`config.mk`:
```
export PLATFORM = sky130hd
export DESIGN_NAME = instr_loader
export DESIGN_NICKNAME = d
export VERILOG_FILES = /design/src/rtl/cpu_pkg.sv /design/src/rtl/instr_loader.sv
export SDC_FILE = /design/constraint.sdc
export NUM_CORES = 1
export LEC_CHECK = 0
export CAP_MARGIN = 20
export CORE_MARGIN = 2
export CORE_UTILIZATION = 47
export CTS_CLUSTER_SIZE = 40
export DETAILED_ROUTE_END_ITERATION = 16
export HOLD_SLACK_MARGIN = 0.06
export PLACE_DENSITY = 0.79
export SYNTH_ARGS = -nofsm -noshare
export SYNTH_HDL_FRONTEND = slang
export SYNTH_SLANG_ARGS = --single-unit
export TNS_END_PERCENT = 30
```
`constraint.sdc`:
```
create_clock -name clk -period 3.45 [get_ports clk]
set_input_delay 0.69 -clock clk [delete_from_list [all_inputs] [get_ports clk]]
set_output_delay 0.69 -clock clk [all_outputs]
set_load 0.01 [all_outputs]
```
`src/rtl/cpu_pkg.sv`:
```
// Shared CPU package.
// Purpose: opcode constants used by the control decoder and by the program
// loader, plus the legal-opcode predicate both of them rely on.
// Ports: none (package).
package cpu_pkg;

  localparam logic [7:0] OP_NOP  = 8'h00;
  localparam logic [7:0] OP_ADD  = 8'h08;
  localparam logic [7:0] OP_MUL  = 8'h18;
  localparam logic [7:0] OP_ADDI = 8'h03;
  localparam logic [7:0] OP_SW   = 8'h19;
  localparam logic [7:0] OP_LW   = 8'h31;
  localparam logic [7:0] OP_JAL  = 8'h04;

  // True when the control decoder defines this opcode.
  function automatic logic opcode_legal(input logic [7:0] op);
    logic legal;
    legal = 1'b0;
    case (op)
      OP_NOP, OP_ADD, OP_MUL, OP_ADDI, OP_SW, OP_LW, OP_JAL: legal = 1'b1;
      default: legal = 1'b0;
    endcase
    return legal;
  endfunction

endpackage

```
`src/rtl/instr_loader.sv`:
```
// instr_loader
// Purpose: receives a program over a byte stream (count byte N, then N
// little-endian 32-bit words), writes each word into instruction memory,
// holds the CPU stalled while loading and flags words whose opcode the
// control decoder does not define.
// Ports:
//   clk, rst          clock, asynchronous active-high reset
//   load_start        one-cycle request to start a load (honoured in IDLE only)
//   rx_data/rx_valid  incoming byte stream; rx_ready is the loader's handshake
//   imem_we/addr/wdata instruction-memory write port (one strobe per word)
//   cpu_stall         high while a load is in progress
//   done              one-cycle pulse when the load finishes
//   err, bad_cnt      sticky illegal-opcode flag and saturating count
module instr_loader
  import cpu_pkg::*;
(
  input  logic        clk,
  input  logic        rst,
  input  logic        load_start,
  input  logic [7:0]  rx_data,
  input  logic        rx_valid,
  output logic        rx_ready,
  output logic        imem_we,
  output logic [7:0]  imem_addr,
  output logic [31:0] imem_wdata,
  output logic        cpu_stall,
  output logic        done,
  output logic        err,
  output logic [7:0]  bad_cnt
);

  typedef enum logic [2:0] {
    S_IDLE,
    S_COUNT,
    S_BYTE,
    S_WRITE,
    S_DONE
  } state_t;

  state_t      state_q, state_d;
  logic        rx_ready_q;
  logic        imem_we_q;
  logic [7:0]  imem_addr_q;
  logic [31:0] imem_wdata_q;
  logic        cpu_stall_q;
  logic        done_q;
  logic        err_q;
  logic [7:0]  bad_cnt_q;
  logic [7:0]  n_q;
  logic [7:0]  word_idx_q;
  logic [1:0]  byte_idx_q;
  // Lanes 0..2 of the word being assembled; lane 3 goes straight into the
  // write-data register together with the other three.
  logic [23:0] word_q;
  logic        xfer;

  // rx_ready_q is high exactly in COUNT and BYTE, so this is the handshake.
  assign xfer = rx_valid && rx_ready_q;

  always_comb begin
    state_d = state_q;
    case (state_q)
      S_IDLE:  if (load_start) state_d = S_COUNT;
      S_COUNT: if (xfer) state_d = (rx_data == 8'd0) ? S_DONE : S_BYTE;
      S_BYTE:  if (xfer && (byte_idx_q == 2'd3)) state_d = S_WRITE;
      S_WRITE: state_d = (word_idx_q == n_q - 8'd1) ? S_DONE : S_BYTE;
      S_DONE:  state_d = S_IDLE;
      default: state_d = S_IDLE;
    endcase
  end

  // Outputs are registered from the next state so they line up with the
  // state they describe.
  always_ff @(posedge clk or posedge rst) begin
    if (rst) begin
      state_q      <= S_IDLE;
      rx_ready_q   <= 1'b0;
      imem_we_q    <= 1'b0;
      imem_addr_q  <= 8'd0;
      imem_wdata_q <= 32'd0;
      cpu_stall_q  <= 1'b0;
      done_q       <= 1'b0;
      err_q        <= 1'b0;
      bad_cnt_q    <= 8'd0;
      n_q          <= 8'd0;
      word_idx_q   <= 8'd0;
      byte_idx_q   <= 2'd0;
      word_q       <= 24'd0;
    end else begin
      state_q     <= state_d;
      rx_ready_q  <= (state_d == S_COUNT) || (state_d == S_BYTE);
      imem_we_q   <= (state_d == S_WRITE);
      cpu_stall_q <= (state_d != S_IDLE);
      done_q      <= (state_d == S_DONE);

      case (state_q)
        S_IDLE: begin
          if (load_start) begin
            err_q      <= 1'b0;
            bad_cnt_q  <= 8'd0;
            word_idx_q <= 8'd0;
            byte_idx_q <= 2'd0;
          end
        end
        S_COUNT: begin
          if (xfer) begin
            n_q        <= rx_data;
            word_idx_q <= 8'd0;
            byte_idx_q <= 2'd0;
          end
        end
        S_BYTE: begin
          if (xfer) begin
            byte_idx_q <= byte_idx_q + 2'd1;
            case (byte_idx_q)
              2'd0: word_q[7:0]   <= rx_data;
              2'd1: word_q[15:8]  <= rx_data;
              2'd2: word_q[23:16] <= rx_data;
              default: begin
                // Final byte: present the full word during WRITE.
                imem_addr_q  <= word_idx_q;
                imem_wdata_q <= {rx_data, word_q};
              end
            endcase
          end
        end
        S_WRITE: begin
          // The word is written regardless; an unknown opcode is only flagged.
          if (!opcode_legal(imem_wdata_q[31:24])) begin
            err_q <= 1'b1;
            if (bad_cnt_q != 8'hFF) bad_cnt_q <= bad_cnt_q + 8'd1;
          end
          if (word_idx_q != n_q - 8'd1) begin
            word_idx_q <= word_idx_q + 8'd1;
            byte_idx_q <= 2'd0;
          end
        end
        default: ;
      endcase
    end
  end

  assign rx_ready   = rx_ready_q;
  assign imem_we    = imem_we_q;
  assign imem_addr  = imem_addr_q;
  assign imem_wdata = imem_wdata_q;
  assign cpu_stall  = cpu_stall_q;
  assign done       = done_q;
  assign err        = err_q;
  assign bad_cnt    = bad_cnt_q;

endmodule

```
### Yosys cells after proc, flatten, opt, wreduce, memory -nomap -nowiden

Index checks and enable logic that the tools add are counted.

* reduce and logical (&&, ||, !) cells: 22
* equal/unequal tests: 25
* add/sub/neg operators: 4
* muxes and demuxes: 23
* bitwise gates (word level): 1

Operator list (number)
* 8-bit 2-to-1 mux: 5
* 8-bit one-hot mux with 3 select lines: 1
* 8-bit by 1-bit adder with 8-bit output, second input constant: 2
* 8-bit by 5-bit equality test with 1-bit output, second input constant: 2
* 8-bit zero test: 2
* 8-bit one-hot mux with 2 select lines: 1
* 3-bit 2-to-1 mux: 5
* 3-bit AND reduction: 5
* 3-bit by 2-bit equality test with 1-bit output, second input constant: 4
* 2-bit inequality test, second input constant: 6
* 3-bit one-hot mux with 4 select lines: 1
* 8-bit by 2-bit equality test with 1-bit output, second input constant: 1
* 8-bit by 3-bit equality test with 1-bit output, second input constant: 1
* 8-bit by 4-bit equality test with 1-bit output, second input constant: 1
* 8-bit by 6-bit equality test with 1-bit output, second input constant: 1
* 8-bit equality test: 1
* 2-bit 2-to-1 mux: 4
* 8-bit inequality test: 1
* 8-bit inequality test, second input constant: 1
* 2-bit one-hot mux with 4 select lines: 1
* 4-bit AND reduction: 2
* 8-bit by 1-bit subtractor with 8-bit output, second input constant: 1
* 7-bit OR reduction: 1
* 3-bit by 1-bit equality test with 1-bit output, second input constant: 2
* 17 further kinds: 23

* output and inout bits: 53
* word-level logic and storage cells: 90
* input bits: 12
* register bits after elaboration: 98

### Logic depth before layout (Yosys ltp)

* depth in word-level cells: 6
* mapped depth: 9
* mapped depth without buffers: 8

### Worst setup path after synthesis

No wires, ideal clock.

* path type: reg2reg
* from: register n_q[0]
* to: register word_idx_q[2]
* buffers on the path: 1
* setup slack: 1.479 ns
* stages on the path, launching flop included: 10
* setup time: 0.124 ns
* clock period less this slack: 1.971 ns
* required time: 3.326 ns
* arrival: 1.847 ns
* path through: dfrtp_1 -> inv_1 -> ha_1 -> xnor2_1 -> a21o_2 -> o21ai_0 -> and4_4 -> buf_6 -> nor4b_1 -> a211o_1

* longest elaborated chain between the ends: 4

Ends and longest elaborated chain
* start, declared: line instr_loader.sv:49 `logic [7:0] n_q;`
* start signal, assigned: line instr_loader.sv:107 `n_q <= rx_data;`
* 8-bit by 1-bit subtractor with 8-bit output: line instr_loader.sv:133 `if (word_idx_q != n_q - 8'd1) begin`
* 8-bit inequality test: line instr_loader.sv:133
* 2-bit inequality test (no source line)
* 4-bit AND reduction (no source line)
* end signal, assigned: line instr_loader.sv:134 `word_idx_q <= word_idx_q + 8'd1;`
* end, declared: line instr_loader.sv:50 `logic [7:0] word_idx_q;`

Every way passes these cells.
A chain may end at the register's enable or synchronous reset.

### Final worst setup path

* from: register state_q[1]
* to: register bad_cnt_q[7] (netlist: bad_cnt[7])

* longest elaborated chain between the ends: 3
* elaborated cells between the ends (all ways): 8
* classes of those cells: eq/ne: 4; mux: 1; reduce/logical: 3

Ends and longest elaborated chain
* start, declared: line instr_loader.sv:40 `state_t state_q, state_d;`
* start signal, assigned: line instr_loader.sv:90 `state_q <= state_d;`
* 3-bit by 2-bit equality test with 1-bit output or 3-bit zero test (tied branches): line instr_loader.sv:96 `case (state_q)`
* 2-bit inequality test (no source line) or 2-bit nonzero test (tied branches)
* 4-bit AND reduction (no source line)
* end signal, assigned: line instr_loader.sv:131 `if (bad_cnt_q != 8'hFF) bad_cnt_q <= bad_cnt_q + 8'd1;`
* end, declared: line instr_loader.sv:48 `logic [7:0] bad_cnt_q;`

Parallel ways exist; a longest one is shown, timed or not.

==> impl_metrics.xml <==
<?xml version="1.0" encoding="UTF-8"?>
<metrics>
  <group name="timing">
    <metric name="hold_viol" unit="">0</metric>
    <metric name="tightestPinTransition" unit="ns">0.761</metric>
    <metric name="fmax" unit="MHz">409</metric>
    <metric name="setup_repair_after_global_routing_missed_its_margin" unit="">no</metric>
    <metric name="fin_ws" unit="ns">1.00</metric>
    <metric name="slew_violations" unit="">0</metric>
    <metric name="final-setup-viol-count" unit="">0</metric>
    <metric name="tns" unit="ns">0</metric>
    <metric name="finClkSkew" unit="ns">0.00703</metric>
    <metric name="final.min_clock_period" unit="ns">2.45</metric>
    <metric name="slew-limit-headroom" unit="%">48.6</metric>
    <metric name="tcrit_tclk_final" unit="%">70.9</metric>
  </group>
  <group name="clocking">
    <metric name="tritoncts_num_sinks" unit="">98</metric>
    <metric name="cts_resized" unit="">0</metric>
    <metric name="cts_tree" unit="">done</metric>
    <metric name="postCtsSetupBuffers" unit="">0</metric>
    <metric name="cts.htree.levels" unit="">3</metric>
    <metric name="count_of_hold_buffers_inserted_by_post_cts_repair" unit="">0</metric>
    <metric name="path_clk_slew" unit="ns">0.10</metric>
    <metric name="clkLatencyLatePin" unit="ns">0.36</metric>
    <metric name="max-clock-path-buffers" unit="">2</metric>
    <metric name="clock-root-buffer" unit="">clkbuf_8</metric>
    <metric name="cts_inserted_buffers" unit="">9</metric>
  </group>
  <group name="placement">
    <metric name="post-dp-hpwl" unit="mm">6.38</metric>
    <metric name="portBuffers" unit="">64</metric>
    <metric name="preCtsSetupSlack" unit="ns">0.701</metric>
    <metric name="gp_congestion" unit="">0.789</metric>
  </group>
  <group name="synth">
    <metric name="synthesis.area_per_instance" unit="sq um">12.2</metric>
    <metric name="yosys_warnings" unit="">0</metric>
    <metric name="synth_top_flop_cell" unit="">dfrtp_1</metric>
    <metric name="mappedNetlistArea" unit="sq um">4440</metric>
    <metric name="synth-seq-area-share" unit="%">55.3</metric>
    <metric name="synth_enable_flop_cells" unit="">0</metric>
    <metric name="synth_seq_cells" unit="">98</metric>
    <metric name="asyncSetResetFlopFracSynth" unit="%">100</metric>
    <metric name="post_synth_num_cell_types" unit="">49</metric>
    <metric name="syn_inst" unit="">365</metric>
    <metric name="syn_nets" unit="">385</metric>
  </group>
  <group name="final_layout">
    <metric name="insertedDiodeCount" unit="">0</metric>
    <metric name="nFillCells" unit="">776</metric>
    <metric name="multi_input_area" unit="sq um">1870</metric>
    <metric name="seq_area" unit="sq um">2450</metric>
    <metric name="drive_above_1_share" unit="%">22.2</metric>
    <metric name="area_overhead_of_the_layout_relative_to_synthesis" unit="%">20.5</metric>
    <metric name="finalNetCount" unit="">447</metric>
  </group>
  <group name="global_route">
    <metric name="pin_count_of_the_biggest_net_entering_global_routing" unit="">55</metric>
    <metric name="global_route.overflow_total" unit="">0</metric>
    <metric name="initial_antenna_violation_count" unit="">0</metric>
    <metric name="number_of_global_route_vias_before_repair" unit="">3102</metric>
    <metric name="grt_use_total" unit="%">19.1</metric>
    <metric name="wire_length_of_the_first_global_routing_pass" unit="mm">15.4</metric>
  </group>
  <group name="die">
    <metric name="start_util" unit="%">48.2</metric>
    <metric name="die_y" unit="um">101</metric>
    <metric name="area_of_the_die" unit="sq um">10200</metric>
    <metric name="dieWidth" unit="um">101</metric>
    <metric name="fp.coreArea" unit="sq um">9200</metric>
    <metric name="fp-row-count" unit="">35</metric>
    <metric name="io_pins" unit="">65</metric>
  </group>
  <group name="drt">
    <metric name="drt_iter0_markers" unit="">110</metric>
    <metric name="route.detailed.drc" unit="">0</metric>
    <metric name="vias_per_inst" unit="">5.61</metric>
    <metric name="routed-via-count" unit="">3048</metric>
    <metric name="avgRoutedWirePerCell" unit="um">16.9</metric>
    <metric name="detail_route.wirelength" unit="mm">9.18</metric>
    <metric name="drt_pass1_iterations" unit="">4</metric>
    <metric name="final_ant_viol_nets" unit="">0</metric>
  </group>
  <group name="setup_path">
    <metric name="crit_path_max_incr_delay" unit="ns">0.58</metric>
    <metric name="criticalPathCategory" unit="">reg2reg</metric>
    <metric name="worstSetupEndpointType" unit="">flop</metric>
    <metric name="cp.required" unit="ns">3.74</metric>
    <metric name="critical_path.slowest_cell" unit="">or4_1</metric>
    <metric name="worst_path_cell_chain" unit="">nor2b_1 &gt; and2_1 &gt; nand3_1 &gt; or4_1 &gt; a21oi_1</metric>
    <metric name="timing.critical_path.fanout_max" unit="">13</metric>
    <metric name="worstSetupStartpointType" unit="">flop</metric>
    <metric name="worst-endpoint-arrival" unit="ns">2.74</metric>
  </group>
  <group name="power_and_ir_drop">
    <metric name="power.ir.vdd_worst" unit="V">0.000383</metric>
    <metric name="power_per_cell_area" unit="nW/um^2">681</metric>
    <metric name="total_leakage_power" unit="nW">2.44</metric>
  </group>
  <group name="flow_run">
    <metric name="total_of_max_cap_violations" unit="">0</metric>
  </group>
  <group name="outcome">
    <metric name="run_status" unit="">finished, final reports clean</metric>
  </group>
  <group name="worst_hold_path">
    <metric name="min_path_type" unit="">reg2reg</metric>
  </group>
</metrics>
## metal layers
metal	track usage [%]	up-vias	share of wire, %
met1	26.9	1509	46
met4	6.24	0	1.3
li1	-	1446	-
met3	2.83	10	4.2
met2	30.7	83	48
met5	0	-	0
## synth_stat cells (2+ instances only)
cell / n / area (sq um)
a211o_1: 4 / 35.0
or2_1: 2 / 12.5
nor3_1: 4 / 20.0
o211a_1: 2 / 20.0
clkbuf_1: 6 / 22.5
nand4_1: 6 / 37.5
a31oi_1: 2 / 12.5
or4_1: 6 / 45.0
dfrtp_1: 98 / 2450
inv_1: 9 / 33.8
xnor2_1: 8 / 70.1
buf_2: 8 / 40.0
and2_1: 3 / 18.8
or2_2: 2 / 12.5
nor2_1: 15 / 56.3
nor4b_1: 3 / 26.3
o211ai_1: 4 / 30.0
nand2b_1: 5 / 31.3
nor2b_1: 3 / 18.8
o31ai_1: 3 / 22.5
o32ai_1: 2 / 17.5
nand3b_1: 2 / 15.0
nand3_1: 14 / 70.1
a21oi_1: 10 / 50.1
xor2_1: 3 / 26.3
nand2_1: 28 / 105
mux2_2: 68 / 766
o21ai_0: 15 / 75.1
ha_1: 8 / 100
nor4_1: 3 / 18.8
## critical path: cells and delay by family, from the launching register on
kind / cells / cell delay (ns)
DFF: 1 / 0.53
and+or+nand+nor: 4 / 1.72
AOI/OAI and AO/OA: 1 / 0.15
## placed cells by master, fill, tap and decap left out, types with 3 or more instances in the layout
cell,instances
inv_1,8
and2_1,3
clkdlybuf4s50_1,64
nand2b_1,5
or4_1,6
a21oi_1,10
nor2_1,15
nor3_1,4
nor4_1,3
nor2b_1,3
o31ai_1,3
o211ai_1,4
o21ai_0,15
nand4_1,6
clkbuf_8,9
xnor2_1,8
nand3_1,14
ha_1,8
mux2_2,68
nand2_1,28
clkinv_2,3
xor2_1,3
a211o_1,4
nor4b_1,3
dfrtp_1,98
## kinds of logic after synthesis
| logic type | share of synthesized area (%) |
|---|---|
| buf+inv | 2.59 |
| flops | 55.3 |
| compound gates | 7.42 |
| simple gates | 12.8 |
| xor+xnor | 2.17 |
| mux | 17.5 |
| fa+ha+maj | 2.26 |
## final cells by class
cell class,instances,area share (%)
Multi-Input combinational cell,242,35.0
Clock buffer,9,2.32
Inverter,9,0.679
Sequential cell,98,45.9
Clock inverter,7,0.959
Tap cell,111,2.60
Timing Repair Buffer,67,12.6
## registers in the layout (all words and copies together), names as in the netlist, 2 cells and up
name and flops:
imem_wdata 32, word_q 24, bad_cnt 8, imem_addr 8
n_q 8, word_idx_q 8, state_q 3, byte_idx_q 2
## power by group
group / switching [mW] / total, mW / leakage (nW) / internal [mW]
sequential: 0.289 / 1.76 / 1.31 / 1.47
clock: 0.414 / 0.683 / 0.0917 / 0.269
combinational: 0.546 / 1.19 / 1.04 / 0.649
## per-stage QoR
step,hold WS (ns),utilization [%],cell area [sq um],cells,power (mW)
3_3_place_gp,0.468,56.2,5170,527,2.91
3_5_place_dp,0.472,56.2,5170,527,2.99
6_report,0.496,58.1,5350,543,3.64
2_1_floorplan,0.475,-,4440,365,2.54
4_1_cts,0.494,58.1,5350,543,3.66
5_1_grt,0.509,58.1,5350,543,3.88
## worst paths after layout
kind / depth (start not counted) / from / slack [ns] / endpoint
setup / recovery: 5 / state_q[1]$_DFF_PP0_ / 1.00 / bad_cnt[7]$_DFFE_PP0P_
hold / removal: 2 / imem_addr[1]$_DFFE_PP0P_ / 0.50 / imem_addr[1]$_DFFE_PP0P_
min in group asynchronous: 2 / rst / 0.74 / bad_cnt[1]$_DFFE_PP0P_
setup reg to reg: 5 / state_q[1]$_DFF_PP0_ / 1.00 / bad_cnt[7]$_DFFE_PP0P_
max in group asynchronous: 3 / rst / 2.04 / word_q[8]$_DFFE_PP0P_
hold reg to reg: 2 / imem_addr[1]$_DFFE_PP0P_ / 0.50 / imem_addr[1]$_DFFE_PP0P_
No activity file was read; power rests on OpenSTA's default activity.
